[src/rtl/remote_comm.sv]
// remote_comm: host-side command sender with an embedded 8N1 UART.
// A 16-bit command is sent as two UART bytes (high byte first). The block
// then waits for one response byte from the far end, or times out.
//
// Ports:
//   clk, rst_n       system clock, asynchronous active-low reset
//   snd_cmd, cmd     one-cycle send request and the 16-bit command word
//   RX, TX           serial in from / serial out to the far end
//   busy             high while a command/response exchange is in flight
//   cmd_snt          both command bytes have left the transmitter
//   resp, resp_rdy   last response byte (8'h00 on timeout) and its valid flag
//   resp_tmo         the last exchange ended in a response timeout
//
// Parameters:
//   RESP_TMO   clk cycles to wait for the response byte (>= 1)
//   BAUD_DIV   clk cycles per UART bit (>= 4)
module remote_comm #(
    parameter int unsigned RESP_TMO = 1_000_000,
    parameter int unsigned BAUD_DIV = 434
) (
    input  logic        clk,
    input  logic        rst_n,
    input  logic        snd_cmd,
    input  logic [15:0] cmd,
    input  logic        RX,
    output logic        TX,
    output logic        busy,
    output logic        cmd_snt,
    output logic [7:0]  resp,
    output logic        resp_rdy,
    output logic        resp_tmo
);

    localparam int unsigned TMO_W  = (RESP_TMO > 1) ? $clog2(RESP_TMO) : 1;
    localparam int unsigned BAUD_W = $clog2(BAUD_DIV);
    localparam int unsigned BIT_W  = 4;

    localparam logic [TMO_W-1:0]  TMO_LAST  = TMO_W'(RESP_TMO - 1);
    localparam logic [BAUD_W-1:0] BAUD_LAST = BAUD_W'(BAUD_DIV - 1);
    localparam logic [BAUD_W-1:0] BAUD_HALF = BAUD_W'(BAUD_DIV / 2 - 1);
    localparam logic [BIT_W-1:0]  BIT_LAST  = BIT_W'(9);

    typedef enum logic [1:0] {
        IDLE      = 2'd0,
        TX_HIGH   = 2'd1,
        TX_LOW    = 2'd2,
        WAIT_RESP = 2'd3
    } state_t;

    // Sender state
    state_t             state_q, state_d;
    logic [15:0]        cmd_hold_q, cmd_hold_d;
    logic               trmt_q, trmt_d;
    logic               busy_q, busy_d;
    logic               cmd_snt_q, cmd_snt_d;
    logic [7:0]         resp_q, resp_d;
    logic               resp_rdy_q, resp_rdy_d;
    logic               resp_tmo_q, resp_tmo_d;
    logic [TMO_W-1:0]   tmo_cnt_q, tmo_cnt_d;
    logic               clr_rx_rdy_q, clr_rx_rdy_d;

    // UART transmitter
    logic [7:0]         tx_data_c;
    logic [9:0]         tx_shft_q, tx_shft_d;
    logic [BAUD_W-1:0]  tx_baud_q, tx_baud_d;
    logic [BIT_W-1:0]   tx_bit_q, tx_bit_d;
    logic               tx_busy_q, tx_busy_d;
    logic               tx_done_q, tx_done_d;

    // UART receiver
    logic               rx_meta_q, rx_s_q;
    logic [9:0]         rx_shft_q, rx_shft_d;
    logic [BAUD_W-1:0]  rx_baud_q, rx_baud_d;
    logic [BIT_W-1:0]   rx_bit_q, rx_bit_d;
    logic               rx_busy_q, rx_busy_d;
    logic               rx_rdy_q, rx_rdy_d;
    logic [7:0]         rx_data_q, rx_data_d;

    // Byte presented to the transmitter follows the sender state
    always_comb begin
        tx_data_c = (state_q == TX_LOW) ? cmd_hold_q[7:0] : cmd_hold_q[15:8];
    end

    // Transmitter: start bit, 8 data bits LSB first, stop bit; shifts in ones
    always_comb begin
        tx_shft_d = tx_shft_q;
        tx_baud_d = tx_baud_q;
        tx_bit_d  = tx_bit_q;
        tx_busy_d = tx_busy_q;
        tx_done_d = tx_done_q;
        if (trmt_q) begin
            tx_shft_d = {1'b1, tx_data_c, 1'b0};
            tx_baud_d = '0;
            tx_bit_d  = '0;
            tx_busy_d = 1'b1;
            tx_done_d = 1'b0;
        end else if (tx_busy_q) begin
            if (tx_baud_q == BAUD_LAST) begin
                tx_baud_d = '0;
                tx_shft_d = {1'b1, tx_shft_q[9:1]};
                if (tx_bit_q == BIT_LAST) begin
                    tx_busy_d = 1'b0;
                    tx_done_d = 1'b1;
                end else begin
                    tx_bit_d = tx_bit_q + BIT_W'(1);
                end
            end else begin
                tx_baud_d = tx_baud_q + BAUD_W'(1);
            end
        end
    end

    // Receiver: mid-bit sampling of 10 bits; a high start sample is a glitch
    always_comb begin
        rx_shft_d = rx_shft_q;
        rx_baud_d = rx_baud_q;
        rx_bit_d  = rx_bit_q;
        rx_busy_d = rx_busy_q;
        rx_data_d = rx_data_q;
        rx_rdy_d  = rx_rdy_q & ~clr_rx_rdy_q;
        if (!rx_busy_q) begin
            if (!rx_s_q) begin
                rx_busy_d = 1'b1;
                rx_baud_d = BAUD_HALF;
                rx_bit_d  = '0;
                rx_rdy_d  = 1'b0;
            end
        end else if (rx_baud_q == '0) begin
            rx_shft_d = {rx_s_q, rx_shft_q[9:1]};
            rx_baud_d = BAUD_LAST;
            if (rx_bit_q == BIT_LAST) begin
                rx_busy_d = 1'b0;
                if (!rx_shft_d[0] && rx_shft_d[9]) begin
                    rx_rdy_d  = 1'b1;
                    rx_data_d = rx_shft_d[8:1];
                end
            end else if ((rx_bit_q == '0) && rx_s_q) begin
                rx_busy_d = 1'b0;
            end else begin
                rx_bit_d = rx_bit_q + BIT_W'(1);
            end
        end else begin
            rx_baud_d = rx_baud_q - BAUD_W'(1);
        end
    end

    // Sender state machine: next state and registered outputs
    always_comb begin
        state_d    = state_q;
        cmd_hold_d = cmd_hold_q;
        trmt_d     = 1'b0;
        busy_d     = busy_q;
        cmd_snt_d  = cmd_snt_q;
        resp_d     = resp_q;
        resp_rdy_d = resp_rdy_q;
        resp_tmo_d = resp_tmo_q;
        tmo_cnt_d  = tmo_cnt_q;
        // Any received byte is acknowledged once; only WAIT_RESP keeps its data
        clr_rx_rdy_d = rx_rdy_q & ~clr_rx_rdy_q;
        case (state_q)
            IDLE: begin
                if (snd_cmd) begin
                    cmd_hold_d = cmd;
                    cmd_snt_d  = 1'b0;
                    resp_rdy_d = 1'b0;
                    resp_tmo_d = 1'b0;
                    trmt_d     = 1'b1;
                    busy_d     = 1'b1;
                    state_d    = TX_HIGH;
                end
            end
            // tx_done is stale while trmt is still high, so skip that cycle
            TX_HIGH: begin
                if (tx_done_q && !trmt_q) begin
                    trmt_d  = 1'b1;
                    state_d = TX_LOW;
                end
            end
            TX_LOW: begin
                if (tx_done_q && !trmt_q) begin
                    cmd_snt_d = 1'b1;
                    tmo_cnt_d = '0;
                    state_d   = WAIT_RESP;
                end
            end
            WAIT_RESP: begin
                tmo_cnt_d = tmo_cnt_q + TMO_W'(1);
                if (rx_rdy_q && !clr_rx_rdy_q) begin
                    resp_d     = rx_data_q;
                    resp_rdy_d = 1'b1;
                    busy_d     = 1'b0;
                    state_d    = IDLE;
                end else if (tmo_cnt_q == TMO_LAST) begin
                    resp_d     = 8'h00;
                    resp_rdy_d = 1'b1;
                    resp_tmo_d = 1'b1;
                    busy_d     = 1'b0;
                    state_d    = IDLE;
                end
            end
            default: state_d = IDLE;
        endcase
    end

    // All state registers
    always_ff @(posedge clk or negedge rst_n) begin
        if (!rst_n) begin
            state_q      <= IDLE;
            cmd_hold_q   <= '0;
            trmt_q       <= 1'b0;
            busy_q       <= 1'b0;
            cmd_snt_q    <= 1'b0;
            resp_q       <= 8'h00;
            resp_rdy_q   <= 1'b0;
            resp_tmo_q   <= 1'b0;
            tmo_cnt_q    <= '0;
            clr_rx_rdy_q <= 1'b0;
            tx_shft_q    <= '1;
            tx_baud_q    <= '0;
            tx_bit_q     <= '0;
            tx_busy_q    <= 1'b0;
            tx_done_q    <= 1'b0;
            rx_meta_q    <= 1'b1;
            rx_s_q       <= 1'b1;
            rx_shft_q    <= '1;
            rx_baud_q    <= '0;
            rx_bit_q     <= '0;
            rx_busy_q    <= 1'b0;
            rx_rdy_q     <= 1'b0;
            rx_data_q    <= 8'h00;
        end else begin
            state_q      <= state_d;
            cmd_hold_q   <= cmd_hold_d;
            trmt_q       <= trmt_d;
            busy_q       <= busy_d;
            cmd_snt_q    <= cmd_snt_d;
            resp_q       <= resp_d;
            resp_rdy_q   <= resp_rdy_d;
            resp_tmo_q   <= resp_tmo_d;
            tmo_cnt_q    <= tmo_cnt_d;
            clr_rx_rdy_q <= clr_rx_rdy_d;
            tx_shft_q    <= tx_shft_d;
            tx_baud_q    <= tx_baud_d;
            tx_bit_q     <= tx_bit_d;
            tx_busy_q    <= tx_busy_d;
            tx_done_q    <= tx_done_d;
            rx_meta_q    <= RX;
            rx_s_q       <= rx_meta_q;
            rx_shft_q    <= rx_shft_d;
            rx_baud_q    <= rx_baud_d;
            rx_bit_q     <= rx_bit_d;
            rx_busy_q    <= rx_busy_d;
            rx_rdy_q     <= rx_rdy_d;
            rx_data_q    <= rx_data_d;
        end
    end

    assign TX       = tx_shft_q[0];
    assign busy     = busy_q;
    assign cmd_snt  = cmd_snt_q;
    assign resp     = resp_q;
    assign resp_rdy = resp_rdy_q;
    assign resp_tmo = resp_tmo_q;

endmodule
[config.mk]
export PLATFORM = sky130hd
export DESIGN_NAME = remote_comm
export DESIGN_NICKNAME = d
export VERILOG_FILES = /design/src/rtl/remote_comm.sv
export SDC_FILE = /design/constraint.sdc
export NUM_CORES = 1
export LEC_CHECK = 0
export CAP_MARGIN = 20
export CELL_PAD_IN_SITES_DETAIL_PLACEMENT = 1
export CELL_PAD_IN_SITES_GLOBAL_PLACEMENT = 2
export CORE_MARGIN = 2
export CORE_UTILIZATION = 37
export CTS_CLUSTER_DIAMETER = 120
export DETAILED_ROUTE_END_ITERATION = 8
export PLACE_DENSITY = 0.82
export SETUP_SLACK_MARGIN = 0.4
export SYNTH_ARGS = -nofsm -noshare
export SYNTH_HDL_FRONTEND = slang
export SYNTH_SLANG_ARGS = --single-unit
export TNS_END_PERCENT = 100
[constraint.sdc]
create_clock -name clk -period 5.2 [get_ports clk]
set_input_delay 1.04 -clock clk [delete_from_list [all_inputs] [get_ports clk]]
set_output_delay 1.04 -clock clk [all_outputs]
set_load 0.03 [all_outputs]
==> flow_metrics.env <==
export IMPL_worst_ir_drop_vdd_v=0.000164
export IMPL_final_fill_count=1534
export IMPL_dr_pass1_iters=4
export IMPL_cts_setup_buffers=0
export IMPL_ys_warn_count=0
export IMPL_worst_setup_path_type="reg2reg"
export IMPL_rows=43
export IMPL_clk_pin_slew_worst_paths_ps=80
export IMPL_cts_sinks=110
export IMPL_synth_edf_count=0
export IMPL_grt_max_degree=76
export IMPL_crit_path_max_fanout=13
export IMPL_maxCapViolations=0
export IMPL_post_synth_top_count_cell="dfrtp_1"
export IMPL_status="finished clean"
export IMPL_ioPinCount=33
export IMPL_cts_tree="yes"
export IMPL_seq_area_um2=2780
export IMPL_crit_required_ps=5450
export IMPL_dieHeight_um=122
export IMPL_worstPathArrival_ps=2950
export IMPL_clockRootBuffer="clkbuf_16"
export IMPL_syn_avg_cell_area_um2=10.5
export IMPL_worstSetupEndpointType="register"
export IMPL_power_density_nw_per_um2=273
export IMPL_fin_ws_ps=2500
export IMPL_yosys_area_top_type_share_pct=43.5
export IMPL_stdcell_count=704
export IMPL_grt_pass1_wl_mm=19.7
export IMPL_ys_seq_area_share_pct=53.7
export IMPL_dp_slack_ps=2460
export IMPL_syn_nets=526
export IMPL_hold_buffers=0
export IMPL_placed_cell_area_um2=5650
export IMPL_ys_ff_latch=110
export IMPL_min_period_ps=2700
export IMPL_dieArea_um2=14900
export IMPL_avgViaCountPerCell=5.24
export IMPL_fmax_mhz=370
export IMPL_hpwl_mm=7.80
export IMPL_utilization_pct=43.3
export IMPL_synth_top_cell_by_area="dfrtp_1"
export IMPL_syn_inst=493
export IMPL_gr_total_overflow=0
export IMPL_fin_skew_ps=6.87
export IMPL_num_vias=3686
export IMPL_tightest_slew_ps=977
export IMPL_gp_congestion=0.770
export IMPL_relSlewSlack_pct=34.9
export IMPL_r2r_slack_ps=2500
export IMPL_htreeDepth=3
export IMPL_setup_viol=0
export IMPL_synth_async_sr_flop_share_pct=100
export IMPL_drive_gt1_share_pct=14.5
export IMPL_finalHoldViolations=0
export IMPL_wl_per_cell_um=16.4
export IMPL_initial_core_util_pct=37.6
export IMPL_finalInstanceArea_um2=5970
export IMPL_rsz0062_at_grt="no"
export IMPL_min_path_type="reg2reg"
export IMPL_finalWirelength_mm=11.5
export IMPL_cts_buffer_depth=2
export IMPL_clock_latency_ps=360
export IMPL_crit_path_start_kind="register"
export IMPL_multi_input_area_um2=2250
export IMPL_antenna_cells=0
export IMPL_antenna_found_initial=0
export IMPL_grt_pass1_vias=3911
export IMPL_cts_resized=0
export IMPL_post_route_drc_count=0
export IMPL_drt_iter0_markers=189
export IMPL_core_area_um2=13800
export IMPL_finalCritPeriodShare_pct=52.0
export IMPL_syn2layout_area_growth_pct=15.4
export IMPL_synthesis_area_um2=5170
export IMPL_fin_nets=552
export IMPL_p_leak_nw=2.60
export IMPL_die_w_um=122
export IMPL_synth_flop_cell="dfrtp_1"
export IMPL_synth_top_cells_by_count="90 x dfrtp_1, 74 x nand2_1, 43 x nor2_1"
export IMPL_setup_tns_ps=0
export IMPL_ys_top_cells_by_area="dfrtp_1 44%, dfstp_2 10%, mux2_2 5.4%"
export IMPL_ant_nets=0
export IMPL_slew_viol_final=0
export IMPL_gr_usage_all_layers_pct=16.9
export IMPL_synth_cell_types=57
export IMPL_cts_made_buffers=9
export IMPL_io_buffers=32
export IMPL_place_inst=688
==> state kept, by name, summed over array words and instances (netlist names), 2 cells and up <==
name,flops
rx_data_q,8
resp,8
tx_baud_q,9
rx_bit_q,4
state_q,2
tmo_cnt_q,20
rx_shft_q,9
tx_bit_q,4
tx_shft_q,9
cmd_hold_q,16
rx_baud_q,9
==> per-stage QoR <==
step	hold slack, ps	power, mW
2_1_floorplan	345	0.876
3_3_place_gp	346	0.908
3_5_place_dp	349	0.909
4_1_cts	361	1.66
5_1_grt	366	1.69
6_report	360	1.63
==> area by class of cell <==
type	instances	area share, %
Sequential cell	110	46.5
Timing Repair Buffer	34	5.58
Inverter	18	1.13
Tap cell	180	3.77
Clock inverter	7	1.55
Multi-Input combinational cell	346	37.7
Clock buffer	9	3.77
==> final timing paths <==
path / start / to / cells past startpoint
setup reg to reg: state_q[0] / tmo_cnt_q[15] / 8
setup / recovery: state_q[0] / tmo_cnt_q[15] / 8
hold / removal: rx_meta_q / rx_s_q / 0
min in group asynchronous: rst_n / tmo_cnt_q[17] / 1
hold reg to reg: rx_meta_q / rx_s_q / 0
max in group asynchronous: rst_n / tx_shft_q[1] / 2
==> layer usage <==
layer  GRT usage (%)  vias up  wire length [µm]
met4            5.39        0               167
li1                -     1764                 -
met5               0        -                 0
met2            27.5       26              5650
met3            4.09       12               249
met1            22.2     1884              5470
==> layout by cell type, fill, tap and decap left out, drive strengths merged, types with 13 or more instances in the layout <==
| master | instances |
|---|---|
| dfstp | 20 |
| mux2 | 25 |
| inv | 20 |
| dfrtp | 90 |
| nor2 | 44 |
| a21oi | 15 |
| ha | 13 |
| clkdlybuf4s50 | 31 |
| nand2 | 76 |
| o21ai | 40 |
==> cell families (layout without fill, tap and decap cells) <==
| group | count (synthesis) | after routing | share of synthesized area [%] |
|---|---|---|---|
| mux | 37 | 37 | 7.76 |
| fa+ha+maj | 13 | 13 | 3.14 |
| xor+xnor | 20 | 20 | 3.39 |
| flops | 110 | 110 | 53.7 |
| buf+inv | 37 | 68 | 2.88 |
| compound gates | 94 | 94 | 11.6 |
| simple gates | 182 | 182 | 17.6 |
==> power by group <==
part / total (mW) / switching [mW] / internal [mW] / leakage [nW]
Combinational: 0.0327 / 0.0193 / 0.0134 / 1.02
Sequential: 0.858 / 0.00151 / 0.857 / 1.43
Clock: 0.739 / 0.353 / 0.386 / 0.155
Total: 1.63 / 0.374 / 1.26 / 2.60
==> critical path, cell delays in order, from the launching register on <==
cell     delay (ps)
dfrtp_1         400
inv_1           110
ha_1            600
or2_2           260
o21ai_0          90
buf_4           190
nor2_1          670
or4_1           220
nand2_1          50
Power figures use the tool's default switching activity.
